**src/rtl/multi_debounce.sv**
```systemverilog
// Multi-channel key debouncer: synchroniser, hold-count qualifier,
// edge pulses and optional auto-repeat per channel.
module multi_debounce #(
  parameter int WIDTH         = 4,
  parameter int HOLD          = 100000,
  parameter int SYNC_STAGES   = 2,
  parameter int REPEAT_DELAY  = 0,
  parameter int REPEAT_PERIOD = 1
) (
  input  logic             clock,
  input  logic             reset_n,
  input  logic [WIDTH-1:0] in,
  output logic [WIDTH-1:0] out,
  output logic [WIDTH-1:0] rise,
  output logic [WIDTH-1:0] fall,
  output logic [WIDTH-1:0] repeat_pulse,
  output logic             any_change
);

  localparam int CW = $clog2(HOLD + 1);
  localparam logic [CW-1:0] CMAX = CW'(HOLD - 1);

  logic [WIDTH-1:0] sync [SYNC_STAGES];
  logic [WIDTH-1:0] s;
  logic [WIDTH-1:0] load;
  logic [CW-1:0]    cnt  [WIDTH];

  always_ff @(posedge clock or negedge reset_n) begin
    if (!reset_n) begin
      for (int k = 0; k < SYNC_STAGES; k++)
        sync[k] <= '0;
    end else begin
      sync[0] <= in;
      for (int k = 1; k < SYNC_STAGES; k++)
        sync[k] <= sync[k-1];
    end
  end

  assign s = sync[SYNC_STAGES-1];

  // load: channel has differed for HOLD samples and flips this edge
  always_comb begin
    load = '0;
    for (int i = 0; i < WIDTH; i++)
      load[i] = (s[i] != out[i]) && (cnt[i] == CMAX);
  end

  always_ff @(posedge clock or negedge reset_n) begin
    if (!reset_n) begin
      out        <= '0;
      rise       <= '0;
      fall       <= '0;
      any_change <= 1'b0;
      for (int i = 0; i < WIDTH; i++)
        cnt[i] <= '0;
    end else begin
      out        <= out ^ load;
      rise       <= load & s;
      fall       <= load & ~s;
      any_change <= |load;
      for (int i = 0; i < WIDTH; i++) begin
        if ((s[i] == out[i]) || load[i])
          cnt[i] <= '0;
        else
          cnt[i] <= cnt[i] + 1'b1;
      end
    end
  end

  if (REPEAT_DELAY > 0) begin : g_rpt
    localparam int RMAX =
      (REPEAT_DELAY > REPEAT_PERIOD) ? REPEAT_DELAY : REPEAT_PERIOD;
    localparam int RW = $clog2(RMAX + 1);
    localparam logic [RW-1:0] RD_LIM = RW'(REPEAT_DELAY - 1);
    localparam logic [RW-1:0] RP_LIM = RW'(REPEAT_PERIOD - 1);

    logic [RW-1:0]    rpt [WIDTH];
    logic [WIDTH-1:0] periodic;

    // periodic: first (delay) interval done, now spacing by period
    always_ff @(posedge clock or negedge reset_n) begin
      if (!reset_n) begin
        repeat_pulse <= '0;
        periodic     <= '0;
        for (int i = 0; i < WIDTH; i++)
          rpt[i] <= '0;
      end else begin
        for (int i = 0; i < WIDTH; i++) begin
          if (!out[i] || load[i]) begin
            rpt[i]          <= '0;
            periodic[i]     <= 1'b0;
            repeat_pulse[i] <= 1'b0;
          end else if (rpt[i] == (periodic[i] ? RP_LIM : RD_LIM)) begin
            rpt[i]          <= '0;
            periodic[i]     <= 1'b1;
            repeat_pulse[i] <= 1'b1;
          end else begin
            rpt[i]          <= rpt[i] + 1'b1;
            repeat_pulse[i] <= 1'b0;
          end
        end
      end
    end
  end else begin : g_norpt
    assign repeat_pulse = '0;
  end

endmodule
```
**config.mk**
```make
export PLATFORM = sky130hd
export DESIGN_NAME = multi_debounce
export DESIGN_NICKNAME = d
export VERILOG_FILES = /design/src/rtl/multi_debounce.sv
export SDC_FILE = /design/constraint.sdc
export NUM_CORES = 1
export LEC_CHECK = 0
export ABC_AREA = 0
export BUFFER_PORTS_ARGS = -buffer_cell sky130_fd_sc_hd__buf_4
export CAP_MARGIN = 15
export CORE_UTILIZATION = 59
export CTS_BUF_LIST = sky130_fd_sc_hd__clkbuf_16
export DETAILED_ROUTE_END_ITERATION = 10
export PLACE_DENSITY = 0.76
export SLEW_MARGIN = 10
export SYNTH_ARGS = -nofsm -noshare
export SYNTH_HDL_FRONTEND = slang
export SYNTH_SLANG_ARGS = --single-unit
export TNS_END_PERCENT = 1
```
**constraint.sdc**
```tcl
create_clock -name clock -period 2.5 [get_ports clock]
set_input_delay 0.25 -clock clock [delete_from_list [all_inputs] [get_ports clock]]
set_output_delay 0.25 -clock clock [all_outputs]
set_load 0.01 [all_outputs]
```
==> results of run 1 <==
per-layer routing:
metal	part of all wire	vias up	global-route usage
li1	-	1383	-
met1	0.48	1394	0.316
met2	0.48	45	0.376
met3	0.030	10	0.0661
met4	0.013	0	0.0833
met5	0	-	0
power by group through the flow:
stage	clock network, mW	registers, mW	logic, mW
final	1.28	1.49	0.0952
after global routing	1.37	1.49	0.111
after CTS	1.32	1.49	0.0985
after detailed placement	0	1.51	0.0958
after global placement	0	1.51	0.0946
after floorplan	0	1.51	0.0537
sequential cells by signal (all words and copies together), names as in the netlist, named ones only:
| name | flops |
|---|---|
| fall | 4 |
| any_change | 1 |
| rise | 4 |
| sync | 4 |
| cnt | 68 |
| s | 4 |
critical path: cells and delay by family (launching register included):
family / cells / cell delay, ps
mux: 1 / 290
flops: 1 / 460
simple gates: 3 / 1080
fa+ha+maj: 1 / 340
layout make-up:
cell class	instances	area, µm²	share of cell area
Multi-Input combinational cell	279	1770	0.386
Timing Repair Buffer	21	173	0.0377
Sequential cell	89	2230	0.486
Tap cell	77	96.3	0.0210
Clock buffer	9	225	0.0491
Inverter	8	30.0	0.00655
Clock inverter	7	61.3	0.0134
cell families (layout without fill, tap and decap cells):
| family | after synthesis | count (layout) | synth area share |
|---|---|---|---|
| AO/OA/AOI/OAI | 9 | 9 | 0.0147 |
| XOR/XNOR | 62 | 62 | 0.133 |
| adder cells (fa/ha/maj) | 4 | 4 | 0.0122 |
| buffers and inverters | 20 | 45 | 0.0266 |
| flip-flops | 89 | 89 | 0.544 |
| multiplexers | 4 | 4 | 0.0119 |
| other | 1 | 4 | 0.000916 |
| AND/OR/NAND/NOR | 196 | 196 | 0.257 |
how the worst min path moves through the flow:
stage | from | end | cells after the start
2_1_floorplan | reset_n | async pin | 0
3_3_place_gp | reset_n | cnt[11] | 1
3_5_place_dp | reset_n | cnt[11] | 1
4_1_cts | in[1] | sync[5] | 1
5_1_grt | in[1] | sync[5] | 1
6_report | in[0] | sync[4] | 1
through the flow:
stage	util	std cells	setup slack, ps
floorplan	-	388	402
global placement	0.656	473	362
detailed placement	0.656	473	236
CTS	0.702	490	223
global route	0.702	490	133
finish	0.702	490	203
timing repair:
| action | 4_1_cts | 5_1_grt |
|---|---|---|
| resized for setup | 0 | 0 |
| hold endpoints to repair | 39 | 0 |
| hold buffers | 1 | 0 |
placed cells by master, fill, tap and decap left out, types with 6 or more instances in the layout:
master / instances
and4_1: 6
buf_4: 19
clkbuf_16: 9
dfrtp_1: 89
inv_1: 9
nand2_1: 17
nand3_1: 21
nand4_1: 25
nor2_1: 66
nor3_1: 9
nor3b_1: 8
nor4_1: 17
xnor2_1: 37
xor2_1: 25
==> impl_metrics.py, run 1 <==
metrics = {
    "final_layout": {
        "fin_nets": 418,
        "syn_to_final_growth_pct": 11.9,
        "fin_area_mm2": 0.00458,
        "diodes": 0,
        "final.fill_count": 478,
        "final_layout_size_suffix_gt1_frac": 0.0993,
    },
    "setup_path": {
        "slowest_stage": "or4_1",
        "crit_path_max_incr_delay_ps": 550,
        "cp-end-kind": "flip-flop",
        "crit_start": "cnt[0]",
        "reg2reg_slack_ps": 200,
        "critPathKind": "flip-flop to flip-flop",
        "cp_data_required_time_ps": 2710,
        "reg2reg_depth": 5,
        "cp_max_fo": 7,
        "critPathArrivalTime_ps": 2510,
        "cp_cell_sequence": "ha_1 -> nand2_1 -> or4_1 -> or3_1 -> mux2_2",
        "r2r_start": "cnt[0]",
        "cp-start-kind": "flip-flop",
    },
    "yosys": {
        "post_synth_num_cell_types": 39,
        "synthFlopType": "dfrtp_1",
        "avgSynthCellArea_um2": 10.6,
        "synth_edf_count": 0,
        "seq_area_frac_synth": 0.544,
        "netlist_top_cells_area": "dfrtp_1, xnor2_1, nor2_1",
        "yosys-top-cells-count": "dfrtp_1, nor2_1, xnor2_1",
        "netlist.top_cell.by_area": "dfrtp_1",
        "synth_most_common_cell": "dfrtp_1",
        "synth-seq-cells": 89,
        "async_reset_ff_frac": 1.00,
        "synth_warnings": 0,
        "netlist_instances": 385,
        "synth_top_area_frac": 0.544,
        "netlist_area_mm2": 0.00410,
    },
    "sta": {
        "tightest_slew_ps": 525,
        "setup_tns_ps": 0,
        "hold_slack_ps": 23.3,
        "slew_viol_final": 0,
        "timing.slew.headroom": 0.649,
        "finalHoldViolCount": 0,
        "finClkSkew_ps": 6.86,
        "setup-violations-final": 0,
        "rsz0062_at_grt": "false",
        "fmax_ghz": 0.435,
        "min_period_over_period": 0.919,
        "fin_crit_ps": 2300,
    },
    "floorplanning": {
        "pin_count": 23,
        "initial_utilization": 0.627,
        "dieHeight_um": 85.3,
        "rows": 29,
        "coreArea_mm2": 0.00653,
        "die_width_um": 85.3,
        "fp.dieArea_mm2": 0.00728,
    },
    "detailed_routing": {
        "wire_per_inst_um": 15.3,
        "drtAntennaViolNets": 0,
        "num_vias": 2832,
        "drc_errors": 0,
        "drt_wl_total_mm": 7.52,
        "via_per_inst": 5.78,
        "dr.first_iter.drc_count": 125,
        "drtPass1Iterations": 4,
    },
    "cts": {
        "clk_latency_ps": 330,
        "clock_path_buffers": 2,
        "cts_tree": "built",
        "cts-root-buf": "clkbuf_16",
        "cts_sinks": 89,
        "htree_levels": 3,
        "cts_setup_buffers": 0,
        "cts_made_buffers": 9,
        "path_clk_slew_ps": 60,
    },
    "power": {
        "p_total_mw": 2.86,
        "switching_share": 0.212,
        "switchingPower_mw": 0.606,
        "clockPowerShare": 0.446,
        "comb_power_share": 0.033,
        "power.internal_mw": 2.26,
        "p_leak_nw": 1.93,
        "power_frac_seq": 0.521,
        "power_density_mw_per_mm2": 625,
        "peakVddDrop_mv": 0.388,
    },
    "global_route": {
        "grt_max_degree": 51,
        "overflow": 0,
        "grt_pass1_wl_mm": 13.4,
        "grt_usage": 0.237,
        "antenna_found_initial": 0,
        "grt_pass1_vias": 2902,
    },
    "placed_design": {
        "port_buffers": 18,
        "dpl.hpwl_mm": 5.00,
        "gp_congestion": 0.835,
        "placed_area_mm2": 0.00429,
    },
    "worst_hold_path": {
        "min_path_type": "input port to flip-flop",
    },
    "run_status": {
        "status": "completed",
    },
    "flow_run": {
        "maxCapViolCount": 0,
    },
}
Note: power is estimated with default switching activity, not from simulation.
==> run 2, diff against run 1 <==
--- a/config.mk
+++ b/config.mk
@@ -5,7 +5,7 @@
 export SDC_FILE = /design/constraint.sdc
 export NUM_CORES = 1
 export LEC_CHECK = 0
-export ABC_AREA = 0
+export ABC_AREA = 1
 export BUFFER_PORTS_ARGS = -buffer_cell sky130_fd_sc_hd__buf_4
 export CAP_MARGIN = 15
 export CORE_UTILIZATION = 59
==> run 2 against run 1 <==
Wire length is 10% higher. Largest cell class unchanged. First-iteration DRC count is 18% higher. Design area is 8.8% higher. Sequential cell count stayed put. Setup slack better by 660 ps. Highest routed layer unchanged.
==> impl_metrics.py, run 2 <==
metrics = {
    "yosys": {
        "netlist.top_cell.by_area": "dfrtp_1",
        "seq_area_frac_synth": 0.496,
        "yosys-top-cells-count": "nor2_1, nand2_1, dfrtp_1",
        "synth-seq-cells": 89,
        "async_reset_ff_frac": 1.00,
        "synth_most_common_cell": "nor2_1",
        "netlist_instances": 564,
        "synth_top_area_frac": 0.496,
        "avgSynthCellArea_um2": 7.96,
        "netlist_area_mm2": 0.00449,
        "post_synth_num_cell_types": 30,
        "netlist_top_cells_area": "dfrtp_1, nor2_1, nand2_1",
        "synthFlopType": "dfrtp_1",
        "synth_warnings": 0,
        "synth_edf_count": 0,
    },
    "detailed_routing": {
        "drtPass1Iterations": 5,
        "drtAntennaViolNets": 0,
        "num_vias": 3498,
        "wire_per_inst_um": 11.9,
        "drt_wl_total_mm": 8.28,
        "dr.first_iter.drc_count": 147,
        "via_per_inst": 5.04,
        "drc_errors": 0,
    },
    "power": {
        "p_leak_nw": 2.27,
        "peakVddDrop_mv": 0.388,
        "power_density_mw_per_mm2": 573,
    },
    "setup_path": {
        "crit_path_end": "cnt[16]",
        "cp-start-kind": "flip-flop",
        "r2r_start": "cnt[0]",
        "rr_endpoint": "cnt[16]",
        "reg2reg_slack_ps": 870,
        "reg2reg_depth": 8,
        "crit_start": "cnt[0]",
        "cp-end-kind": "flip-flop",
        "cp_data_required_time_ps": 2720,
        "critPathArrivalTime_ps": 1850,
        "cp_max_fo": 15,
        "critPathKind": "flip-flop to flip-flop",
    },
    "sta": {
        "rsz0062_at_grt": "false",
        "setup_tns_ps": 0,
        "slew_viol_final": 0,
        "finalHoldViolCount": 0,
        "tightest_slew_ps": 861,
        "hold_slack_ps": 26.6,
        "min_period_over_period": 0.654,
        "fin_crit_ps": 1630,
        "timing.slew.headroom": 0.426,
        "fmax_ghz": 0.612,
        "finClkSkew_ps": 8.05,
        "setup-violations-final": 0,
    },
    "final_layout": {
        "finalNonFillerCells": 694,
        "fin_area_mm2": 0.00499,
        "fin_nets": 600,
        "largest_reg_flops": 68,
        "diodes": 0,
        "layout_commonest_cell": "nor2_1",
        "top_register": "cnt",
        "final_core_util": 0.684,
        "syn_to_final_growth_pct": 11.2,
        "mostFrequentLayoutCells": "nor2_1, nand2_1, dfrtp_1, inv_1, nand3_1",
        "final_layout_size_suffix_gt1_frac": 0.0824,
    },
    "cts": {
        "clk_latency_ps": 330,
        "cts_setup_buffers": 0,
        "cts.repair.resized": 0,
        "cts_sinks": 89,
        "cts_made_buffers": 9,
        "htree_levels": 3,
        "hold_buffers": 0,
        "cts-root-buf": "clkbuf_16",
        "clock_path_buffers": 2,
        "cts_tree": "built",
        "path_clk_slew_ps": 60,
    },
    "global_route": {
        "grt_usage": 0.226,
        "overflow": 0,
        "grt_pass1_vias": 3193,
        "grt_max_degree": 71,
        "grt_pass1_wl_mm": 13.8,
        "antenna_found_initial": 0,
    },
    "placed_design": {
        "dp_cells": 678,
        "dpl.hpwl_mm": 5.81,
        "gp_congestion": 0.864,
        "placed_area_mm2": 0.00470,
        "port_buffers": 18,
    },
    "floorplanning": {
        "dieHeight_um": 89.2,
        "coreArea_mm2": 0.00729,
        "initial_utilization": 0.615,
        "pin_count": 23,
        "die_width_um": 89.2,
        "fp.dieArea_mm2": 0.00796,
        "rows": 31,
    },
    "worst_hold_path": {
        "min_path_type": "input port to async pin",
    },
    "flow_run": {
        "maxCapViolCount": 0,
    },
    "run_status": {
        "status": "completed",
    },
}
-- run 2: changes by cell type after synthesis, moves of 12 or more --
| cell | previous run | this run |
|---|---|---|
| nor2_1 | 66 | 149 |
| nor4_1 | 17 | 0 |
| nand2_1 | 17 | 103 |
| xnor2_1 | 37 | 10 |
| nand4_1 | 25 | 9 |
| inv_1 | 8 | 72 |
| nand3_1 | 21 | 33 |
| nor3_1 | 9 | 30 |
-- run 2: worst min path at each step --
| stage | endpoint | slack, ps | cells past startpoint |
|---|---|---|---|
| 2_1_floorplan | async pin | -50 | 0 |
| 3_3_place_gp | s[1] | 330 | 0 |
| 3_5_place_dp | s[3] | 340 | 0 |
| 4_1_cts | sync[4] | 10 | 1 |
| 5_1_grt | sync[7] | 10 | 1 |
| 6_report | cnt[42] | 30 | 1 |
-- run 2: report_power, final --
group          leakage (nW)  internal [mW]  total [mW]  switching, mW
combinational         0.906         0.0267      0.0942         0.0675
clock                 0.145          0.765        1.29          0.521
sequential             1.22           1.46        1.48         0.0150
-- run 2: cell families after synthesis --
| kind of cell | after synthesis | share of synthesized area |
|---|---|---|
| XOR/XNOR | 32 | 0.0624 |
| adder cells (fa/ha/maj) | 4 | 0.0112 |
| other | 1 | 0.000836 |
| flip-flops | 89 | 0.496 |
| AND/OR/NAND/NOR | 342 | 0.327 |
| buffers and inverters | 80 | 0.0769 |
| AO/OA/AOI/OAI | 16 | 0.0257 |
-- run 2: layer usage --
metal  vias up  GRT usage  wire length (µm)
met4         0     0.0620               104
met3        12     0.0572               315
met5         -          0                 0
met1      1628      0.295              3880
met2        70      0.376              3980
li1       1788          -                 -
-- run 2: through the flow --
| step | setup slack [ps] | power (mW) |
|---|---|---|
| 2_1_floorplan | 1150 | 1.56 |
| 3_3_place_gp | 932 | 1.60 |
| 3_5_place_dp | 873 | 1.60 |
| 4_1_cts | 856 | 2.90 |
| 5_1_grt | 655 | 2.97 |
| 6_report | 866 | 2.86 |
-- run 2: critical path: stages (launching register included) --
cell,delay [ps]
dfrtp_1,370
ha_1,190
nand3_1,150
nor2_1,140
nand3_1,150
nand2_2,280
inv_1,120
nand2_1,80
nor2_1,40
-- run 2: final cells by class --
cell class | instances | area (µm²)
Fill cell | 614 | 2300
Clock inverter | 7 | 65.1
Tap cell | 99 | 124
Timing Repair Buffer | 20 | 150
Clock buffer | 9 | 225
Sequential cell | 89 | 2230
Multi-Input combinational cell | 398 | 1930
Inverter | 72 | 270
==> run 3, diff against run 2 <==
--- a/config.mk
+++ b/config.mk
@@ -8,10 +8,10 @@
 export ABC_AREA = 1
 export BUFFER_PORTS_ARGS = -buffer_cell sky130_fd_sc_hd__buf_4
 export CAP_MARGIN = 15
-export CORE_UTILIZATION = 59
+export CORE_UTILIZATION = 55
 export CTS_BUF_LIST = sky130_fd_sc_hd__clkbuf_16
 export DETAILED_ROUTE_END_ITERATION = 10
-export PLACE_DENSITY = 0.76
+export PLACE_DENSITY = 0.75
 export SLEW_MARGIN = 10
 export SYNTH_ARGS = -nofsm -noshare
 export SYNTH_HDL_FRONTEND = slang
==> constraint.sdc (replaced) <==
create_clock -name clock -period 1.45 [get_ports clock]
set_input_delay 0.145 -clock clock [delete_from_list [all_inputs] [get_ports clock]]
set_output_delay 0.145 -clock clock [all_outputs]
set_load 0.01 [all_outputs]
==> run 3 against run 2 <==
Clock skew barely moved. Cell count is 3.5% higher. Design area up 8.0%. Die area up 7.1%. Sequential cell count unchanged. Total power grew 71%. Clock power grew 63%. Critical path type unchanged.
==> impl_metrics.py, run 3 (synthesis gave the netlist of run 2 again) <==
metrics = {
    "final_layout": {
        "final.fill_count": 601,
        "finalNonFillerCells": 718,
        "largest_reg_flops": 68,
        "top_register": "cnt",
        "multi_input_area_mm2": 0.00211,
        "syn_to_final_growth_pct": 20.0,
        "final_core_util": 0.690,
        "diodes": 0,
        "layout_commonest_cell": "nor2_1",
        "fin_nets": 622,
        "regArea_mm2": 0.00223,
        "final_layout_size_suffix_gt1_frac": 0.166,
        "mostFrequentLayoutCells": "nor2_1, nand2_1, dfrtp_1, inv_1",
    },
    "cts": {
        "path_clk_slew_ps": 70,
        "cts_tree": "built",
        "clock_path_buffers": 2,
        "clk_latency_ps": 340,
        "cts_made_buffers": 9,
        "cts-root-buf": "clkbuf_16",
        "cts_sinks": 89,
        "htree_levels": 3,
    },
    "floorplanning": {
        "pin_count": 23,
        "die_width_um": 92.3,
        "rows": 32,
        "coreArea_mm2": 0.00781,
        "initial_utilization": 0.575,
        "dieHeight_um": 92.3,
        "fp.dieArea_mm2": 0.00853,
    },
    "sta": {
        "rsz0062_at_grt": "true",
        "finalHoldViolCount": 0,
        "fmax_ghz": 0.713,
        "setup-violations-final": 0,
        "finClkSkew_ps": 8.20,
        "slew_viol_final": 0,
        "fin_ws_ps": 47.5,
        "min_period_over_period": 0.967,
        "fin_crit_ps": 1400,
    },
    "detailed_routing": {
        "wire_per_inst_um": 13.1,
        "drt_wl_total_mm": 9.37,
        "dr.first_iter.drc_count": 213,
        "via_per_inst": 5.23,
        "drtPass1Iterations": 6,
        "drtAntennaViolNets": 0,
        "drc_errors": 0,
        "num_vias": 3756,
    },
    "run_status": {
        "status": "completed",
    },
    "setup_path": {
        "cp-start-kind": "flip-flop",
        "critPathKind": "flip-flop to flip-flop",
        "cp_data_required_time_ps": 1670,
        "path_delay_family": "simple AND/OR/NAND/NOR gates",
        "critPathArrivalTime_ps": 1620,
        "crit_top_cell": "nand2_1",
        "slowest_stage": "dfrtp_1",
        "cp_max_fo": 4,
        "cp-end-kind": "flip-flop",
        "reg2reg_slack_ps": 50,
        "crit_start": "cnt[34]",
        "crit_path_max_incr_delay_ps": 350,
        "r2r_start": "cnt[34]",
        "cp_cell_sequence": "ha_1 -> nand2_1 -> nor2_4 -> nand3_4 -> or2_4 -> nand2_1 -> o21ai_1",
        "crit_buf_inv": 0,
    },
    "power": {
        "peakVddDrop_mv": 0.611,
        "power_density_mw_per_mm2": 908,
        "p_total_mw": 4.89,
        "p_leak_nw": 2.42,
    },
    "global_route": {
        "antenna_found_initial": 0,
        "grt_usage": 0.240,
        "overflow": 0,
        "grt_pass1_vias": 3610,
        "grt_pass1_wl_mm": 16.2,
        "grt_max_degree": 35,
    },
    "placed_design": {
        "gp_congestion": 0.903,
        "dp_cells": 690,
        "dpl.hpwl_mm": 6.20,
        "place_ws_ps": -2.81,
        "port_buffers": 18,
    },
    "worst_hold_path": {
        "min_path_type": "input port to async pin",
    },
    "flow_run": {
        "maxCapViolCount": 0,
    },
}
run 3: layer usage:
metal	routed length, µm	vias to the layer above	track usage
met4	167	0	0.0820
met5	0	-	0
met2	4530	106	0.388
li1	-	1840	-
met1	4240	1795	0.328
met3	436	15	0.0419
run 3: worst reg2reg max path: cells and delay by family (launching register included):
family | cells | cell delay (ps)
compound gates | 1 | 60
fa+ha+maj | 1 | 170
flops | 1 | 350
simple gates | 5 | 720
run 3: final timing paths:
| path | endpoint | cells past startpoint |
|---|---|---|
| worst min-delay path | cnt[45] | 2 |
| min in group clock | s[0] | 0 |
| worst max register to register | flip-flop | 7 |
| max in group asynchronous | cnt[13] | 3 |
| worst max-delay path | flip-flop | 7 |
| worst min register to register | s[0] | 0 |
run 3: metrics by stage:
stage	hold WS [ps]	instance area, µm²	setup TNS [ps]
after floorplan	-151	4500	0
after global placement	85.9	4830	0
after detailed placement	88.2	4830	-4.61
after CTS	269	5190	-18.7
after global routing	296	5390	-136
final	262	5390	0
run 3: where the power goes:
group | internal (mW) | leakage [nW] | total (mW) | switching, mW
combinational | 0.0973 | 1.07 | 0.235 | 0.138
sequential | 2.52 | 1.21 | 2.56 | 0.0356
clock | 1.14 | 0.128 | 2.10 | 0.959
total | 3.76 | 2.42 | 4.89 | 1.13
run 3: final cells by class:
cell class | instances | area share
well taps | 102 | 0.0237
clock buffers | 9 | 0.0418
repair buffers | 41 | 0.0718
inverters | 72 | 0.0502
flip-flops and latches | 89 | 0.414
clock inverters | 6 | 0.00697
multi-input cells | 399 | 0.392
run 3: timing repair:
item                                    in CTS  in global routing
gates resized for setup                      7                 39
pin swaps                                    4                 13
endpoints found under the setup margin       5                 70
cloned                                       0                  1
setup buffers                                1                  6
hold buffers                                 5                  0
hold endpoints to repair                    29                  0
